### src/rtl/agat9_kbd_scan_ctrl.sv
// Agat-9 key matrix scan sequencer: drives one column low at a time, debounces each key
// over two frame samples and queues press/release codes into a fall-through FIFO.
module agat9_kbd_scan_ctrl #(
  parameter int COLS       = 6,
  parameter int SETTLE     = 8,
  parameter int FIFO_DEPTH = 4
) (
  input  logic            clock,
  input  logic            reset_n,
  input  logic            scan_en,
  output logic [COLS-1:0] col_drv_n,
  input  logic [15:0]     row_sense_n,
  output logic [7:0]      code_data,
  output logic            code_valid,
  input  logic            code_ready,
  output logic            frame_done,
  output logic            busy,
  output logic [2:0]      dbg_state
);

  localparam int SW = (SETTLE > 1) ? $clog2(SETTLE) : 1;
  localparam int PW = (FIFO_DEPTH > 1) ? $clog2(FIFO_DEPTH) : 1;

  typedef enum logic [2:0] {
    IDLE   = 3'd0,
    DRIVE  = 3'd1,
    SAMPLE = 3'd2,
    EMIT   = 3'd3,
    NEXT   = 3'd4
  } state_t;

  state_t               state, state_d;
  logic [SW-1:0]        settle_cnt;
  logic [2:0]           col;
  logic [3:0]           row_idx;
  logic [15:0]          cur;
  logic [COLS*16-1:0]   sample_prev;
  logic [COLS*16-1:0]   stable;

  logic [7:0]           fifo_mem [FIFO_DEPTH];
  logic [PW-1:0]        wr_ptr, rd_ptr;
  logic [PW:0]          fifo_cnt;
  logic                 fifo_full;

  logic [6:0]           key_idx;
  logic                 s_bit, prev_bit, stab_bit;
  logic                 press_ev, release_ev, key_ev;
  logic                 stall, row_step, push, pop, last_col;
  logic [COLS-1:0]      col_onehot;

  // Handshake: a code transfers on any clock edge where code_valid & code_ready are both 1;
  // code_data stays stable while code_valid=1 and code_ready=0.
  assign key_idx    = {col, row_idx};
  assign s_bit      = cur[row_idx];
  assign prev_bit   = sample_prev[key_idx];
  assign stab_bit   = stable[key_idx];
  assign press_ev   = s_bit & prev_bit & ~stab_bit;
  assign release_ev = ~s_bit & ~prev_bit & stab_bit;
  assign key_ev     = press_ev | release_ev;
  assign stall      = (state == EMIT) & key_ev & fifo_full;
  assign row_step   = (state == EMIT) & ~stall;
  assign push       = row_step & key_ev;
  assign pop        = code_valid & code_ready;
  assign last_col   = (col == 3'(COLS - 1));
  assign col_onehot = COLS'(1) << col;

  assign fifo_full  = (fifo_cnt == (PW+1)'(FIFO_DEPTH));
  assign code_valid = (fifo_cnt != '0);
  assign code_data  = code_valid ? fifo_mem[rd_ptr] : 8'h00;
  assign dbg_state  = state;

  always_comb begin
    state_d    = state;
    col_drv_n  = '1;
    frame_done = 1'b0;
    busy       = 1'b1;
    case (state)
      IDLE: begin
        busy = 1'b0;
        if (scan_en) state_d = DRIVE;
      end
      DRIVE: begin
        col_drv_n = ~col_onehot;
        if (settle_cnt == '0) state_d = SAMPLE;
      end
      SAMPLE: begin
        col_drv_n = ~col_onehot;
        state_d   = EMIT;
      end
      EMIT: begin
        col_drv_n = ~col_onehot;
        if (row_step && row_idx == 4'd15) state_d = NEXT;
      end
      NEXT: begin
        frame_done = last_col;
        state_d    = scan_en ? DRIVE : IDLE;
      end
      default: state_d = IDLE;
    endcase
  end

  always_ff @(posedge clock) begin
    if (!reset_n) begin
      state       <= IDLE;
      settle_cnt  <= '0;
      col         <= '0;
      row_idx     <= '0;
      cur         <= '0;
      sample_prev <= '0;
      stable      <= '0;
    end else begin
      state <= state_d;
      if (state_d == DRIVE && state != DRIVE)
        settle_cnt <= SW'(SETTLE - 1);
      else if (state == DRIVE && settle_cnt != '0)
        settle_cnt <= settle_cnt - 1'b1;
      if (state == SAMPLE) begin
        cur     <= ~row_sense_n;
        row_idx <= '0;
      end
      // A stalled row keeps its history so the pending event is retried unchanged.
      if (row_step) begin
        row_idx              <= row_idx + 4'd1;
        sample_prev[key_idx] <= s_bit;
        if (key_ev) stable[key_idx] <= ~stab_bit;
      end
      if (state == NEXT) col <= last_col ? 3'd0 : col + 3'd1;
    end
  end

  always_ff @(posedge clock) begin
    if (push) fifo_mem[wr_ptr] <= {release_ev, col, row_idx};
  end

  always_ff @(posedge clock) begin
    if (!reset_n) begin
      wr_ptr   <= '0;
      rd_ptr   <= '0;
      fifo_cnt <= '0;
    end else begin
      if (push) wr_ptr <= wr_ptr + 1'b1;
      if (pop)  rd_ptr <= rd_ptr + 1'b1;
      case ({push, pop})
        2'b10:   fifo_cnt <= fifo_cnt + 1'b1;
        2'b01:   fifo_cnt <= fifo_cnt - 1'b1;
        default: fifo_cnt <= fifo_cnt;
      endcase
    end
  end

endmodule
### config.mk
export PLATFORM = sky130hd
export DESIGN_NAME = agat9_kbd_scan_ctrl
export DESIGN_NICKNAME = d
export VERILOG_FILES = /design/src/rtl/agat9_kbd_scan_ctrl.sv
export SDC_FILE = /design/constraint.sdc
export NUM_CORES = 1
export LEC_CHECK = 0
export CAP_MARGIN = 20
export CELL_PAD_IN_SITES_DETAIL_PLACEMENT = 1
export CELL_PAD_IN_SITES_GLOBAL_PLACEMENT = 1
export CORE_MARGIN = 2
export CORE_UTILIZATION = 52
export DETAILED_ROUTE_END_ITERATION = 8
export GPL_TIMING_DRIVEN = 0
export HOLD_SLACK_MARGIN = 0.02
export PLACE_DENSITY = 0.84
export SETUP_SLACK_MARGIN = 0.3
export SYNTH_ARGS = -nofsm -noshare
export SYNTH_HDL_FRONTEND = slang
export SYNTH_SLANG_ARGS = --single-unit
export TNS_END_PERCENT = 10
### constraint.sdc
create_clock -name clock -period 7.1 [get_ports clock]
set_input_delay 0.71 -clock clock [delete_from_list [all_inputs] [get_ports clock]]
set_output_delay 0.71 -clock clock [all_outputs]
set_load 0.02 [all_outputs]
==> flow_metrics.tcl <==
set metrics [dict create \
    finalSetupViolations 0 \
    cts_setup_buffers 0 \
    cp_max_fo 12 \
    syn-num-nets 1459 \
    switching_share_pct 24.4 \
    p_switching_w 0.000817 \
    grt_max_degree 15 \
    ir_worst_vdd_v 0.000184 \
    path_class "register to register" \
    hold-path-cell-count 2 \
    row_count 57 \
    numClockSinks 262 \
    synth_top_area_share_pct 35.4 \
    nets 1533 \
    ys_types 68 \
    drive_gt1_share_pct 6.89 \
    holdCritStartpoint "sample_prev[61]" \
    fin_crit_ns 6.13 \
    pwr-share-seq_pct 45.6 \
    ys_seq_area_share_pct 42.7 \
    cts_root_buf "clkbuf_16" \
    fin_crit_sh_pct 86.3 \
    clk_pin_slew_ns 0.06 \
    status "completed" \
    fmax_mhz 163 \
    syn_inst 1429 \
    synth_most_common_cell "nand2_1" \
    die_w_um 162 \
    detail-route-antenna-nets 0 \
    combPwrFrac_pct 6.7 \
    die_h_um 162 \
    start_kind "register" \
    synthArstFlopShare_pct 0 \
    total_power_w 0.00335 \
    power.internal_w 0.00253 \
    clk_latency_ns 0.57 \
    r2r_slack_ns 0.97 \
    post-route-util_pct 60.6 \
    slew_headroom_pct 22.8 \
    synth_edf_count 32 \
    clock_path_buffers 3 \
    via_count 12681 \
    wire_per_inst_um 27.8 \
    core_um2 24500 \
    rsz0062_at_grt "no" \
    port_buffers 39 \
    numCtsBuffers 29 \
    rr_endpoint "fifo_cnt[2]" \
    static-leakage-power_nw 5.14 \
    finalHoldViolations 0 \
    finalClockSkew_ns 0.0177 \
    synth_area_leaders "dfxtp_1, mux2i_1, edfxtp_1" \
    ios 40 \
    route.final.wire_length_um 51500 \
    drc 0 \
    drt_iter0_markers 1266 \
    synth_area_um2 13000 \
    r2r_cells 16 \
    firstDrtPassIters 5 \
    path_cells "buf_6 -> nor2b_1 -> clkbuf_1 -> o21ai_0 -> a31oi_1 -> o21ai_0 -> o311ai_4 -> mux2i_1 -> nor2_1 -> inv_1 -> ha_1 -> inv_1 -> fa_1 -> xor2_1 -> or3_1 -> a21oi_1" \
    gp_congestion 0.977 \
    grt-ovfl-total 0 \
    cts_resized 0 \
    hold_end "sample_prev[61]" \
    place.detailed.hpwl_um 35100 \
    critPathArrivalTime_ns 6.61 \
    initial_core_util_pct 53.2 \
    r2r_start "row_idx[0]" \
    p_clk_share_pct 47.8 \
    grt.total_usage_pct 38.8 \
    max_cap_violations 0 \
    holdBufCountCts 0 \
    grt_pass1_vias 13041 \
    htreeDepth 1 \
    tritoncts "yes" \
    worstHoldPathType "register to register" \
    end_kind "register" \
    synth_area_per_cell_um2 9.11 \
    cp_slowest_stage_delay_ns 0.98 \
    yosys_warnings 0 \
    grt_pass1_wl_um 77700 \
    die_area_um2 26300 \
    yosysTopAreaCell "dfxtp_1" \
    synth-seq-cells 262 \
    cp_data_required_time_ns 7.58 \
    drv_slew 0 \
    p_per_area_nw_per_um2 226 \
    antenna_found_initial 1 \
    holdWs_ns 0.456 \
    vias_per_cell 6.86 \
    slowest_stage "mux2i_1" \
    worstMarginPinSlew_ns 1.16 \
    fin_setup_tns_ns 0 \
    synth_common_cells "nand2_1, dfxtp_1, mux2i_1, o21ai_0, clkbuf_1" \
    syn_to_final_growth_pct 13.9 \
    ys.flop_type "dfxtp_1" \
]
## cells by family after synthesis
| logic type | synth area share (%) |
|---|---|
| AO/OA/AOI/OAI | 18.4 |
| XOR/XNOR | 0.471 |
| adder cells (fa/ha/maj) | 1.02 |
| flip-flops | 42.7 |
| AND/OR/NAND/NOR | 18.1 |
| multiplexers | 13.5 |
| buffers and inverters | 5.71 |
## power groups by stage
stage	clock, W	combinational, W	sequential [W]
2_1_floorplan	0	0.000125	0.00156
3_5_place_dp	0	0.000211	0.00156
3_3_place_gp	0	0.000202	0.00156
4_1_cts	0.00159	0.000217	0.00153
5_1_grt	0.00165	0.000237	0.00153
6_report	0.00160	0.000223	0.00153
## routing by layer
metal,wire [µm],up-vias,share of wire (%),track usage (%)
met3,4960,263,9.6,9.24
met5,0,-,0,0
li1,-,5455,-,-
met2,23300,758,45,63.0
met4,3640,0,7.1,22.8
met1,19600,6205,38,47.0
## flip-flops by register name (all words and copies together), names as in the netlist, named ones only
signal	flops
col	3
stable	96
cur	16
rd_ptr	2
wr_ptr	2
fifo_cnt	3
sample_prev	96
fifo_mem	32
dbg_state	3
settle_cnt	3
row_idx	4
## metrics by stage
stage / instance area, µm² / cells / worst slack [ns]
after detailed placement: 13800 / 1795 / 1.30
after global placement: 13800 / 1792 / 1.59
after CTS: 14800 / 1847 / 1.21
final: 14800 / 1849 / 0.975
after global routing: 14800 / 1848 / 0.942
after floorplan: 13000 / 1429 / 3.19
## final cells by class
cell class	count	area, µm²
Antenna cell	1	2.50
Clock buffer	36	772
Timing Repair Buffer	43	420
Sequential cell	262	5570
Fill cell	2820	9630
Tap cell	324	405
Clock inverter	16	215
Buffer	141	664
Inverter	21	78.8
Multi-Input combinational cell	1005	6710
## layout by cell type (no fill, tap or decap), types with 18 or more instances in the layout
cell             Yosys  final
o211ai_1            99     99
a21oi_1             18     18
nand2_1            234    234
or4_1               91     91
nor2_1              56     56
and2_1              18     18
dfxtp_1            230    230
mux2i_1            143    143
clkbuf_16            0     29
a211oi_1            19     19
inv_1               20     20
o21ai_0            111    111
edfxtp_1            32     32
clkdlybuf4s50_1      0     39
clkbuf_1           108    113
o22ai_1             18     18
## worst max-delay path: cells and delay by family (launching register included)
| family | cells | cell delay (ns) |
|---|---|---|
| AOI/OAI and AO/OA | 5 | 1.49 |
| xor gates and xnor gates | 1 | 0.16 |
| adders and majority gates | 2 | 0.60 |
| buffers and inverters | 4 | 1.25 |
| DFF | 1 | 0.65 |
| muxes | 1 | 0.98 |
| and+or+nand+nor | 3 | 0.89 |
## worst max path at each step
stage	from	to	slack, ns	cells past startpoint
finish	row_idx[0]	fifo_cnt[2]	0.97	16
global placement	row_idx[0]	fifo_cnt[2]	1.59	16
detailed placement	row_idx[0]	fifo_cnt[2]	1.30	16
global route	row_idx[0]	fifo_cnt[2]	0.94	16
CTS	row_idx[0]	fifo_cnt[2]	1.21	16
floorplan	row_idx[0]	fifo_cnt[2]	3.19	17
Note: power is estimated with default switching activity, not from simulation.
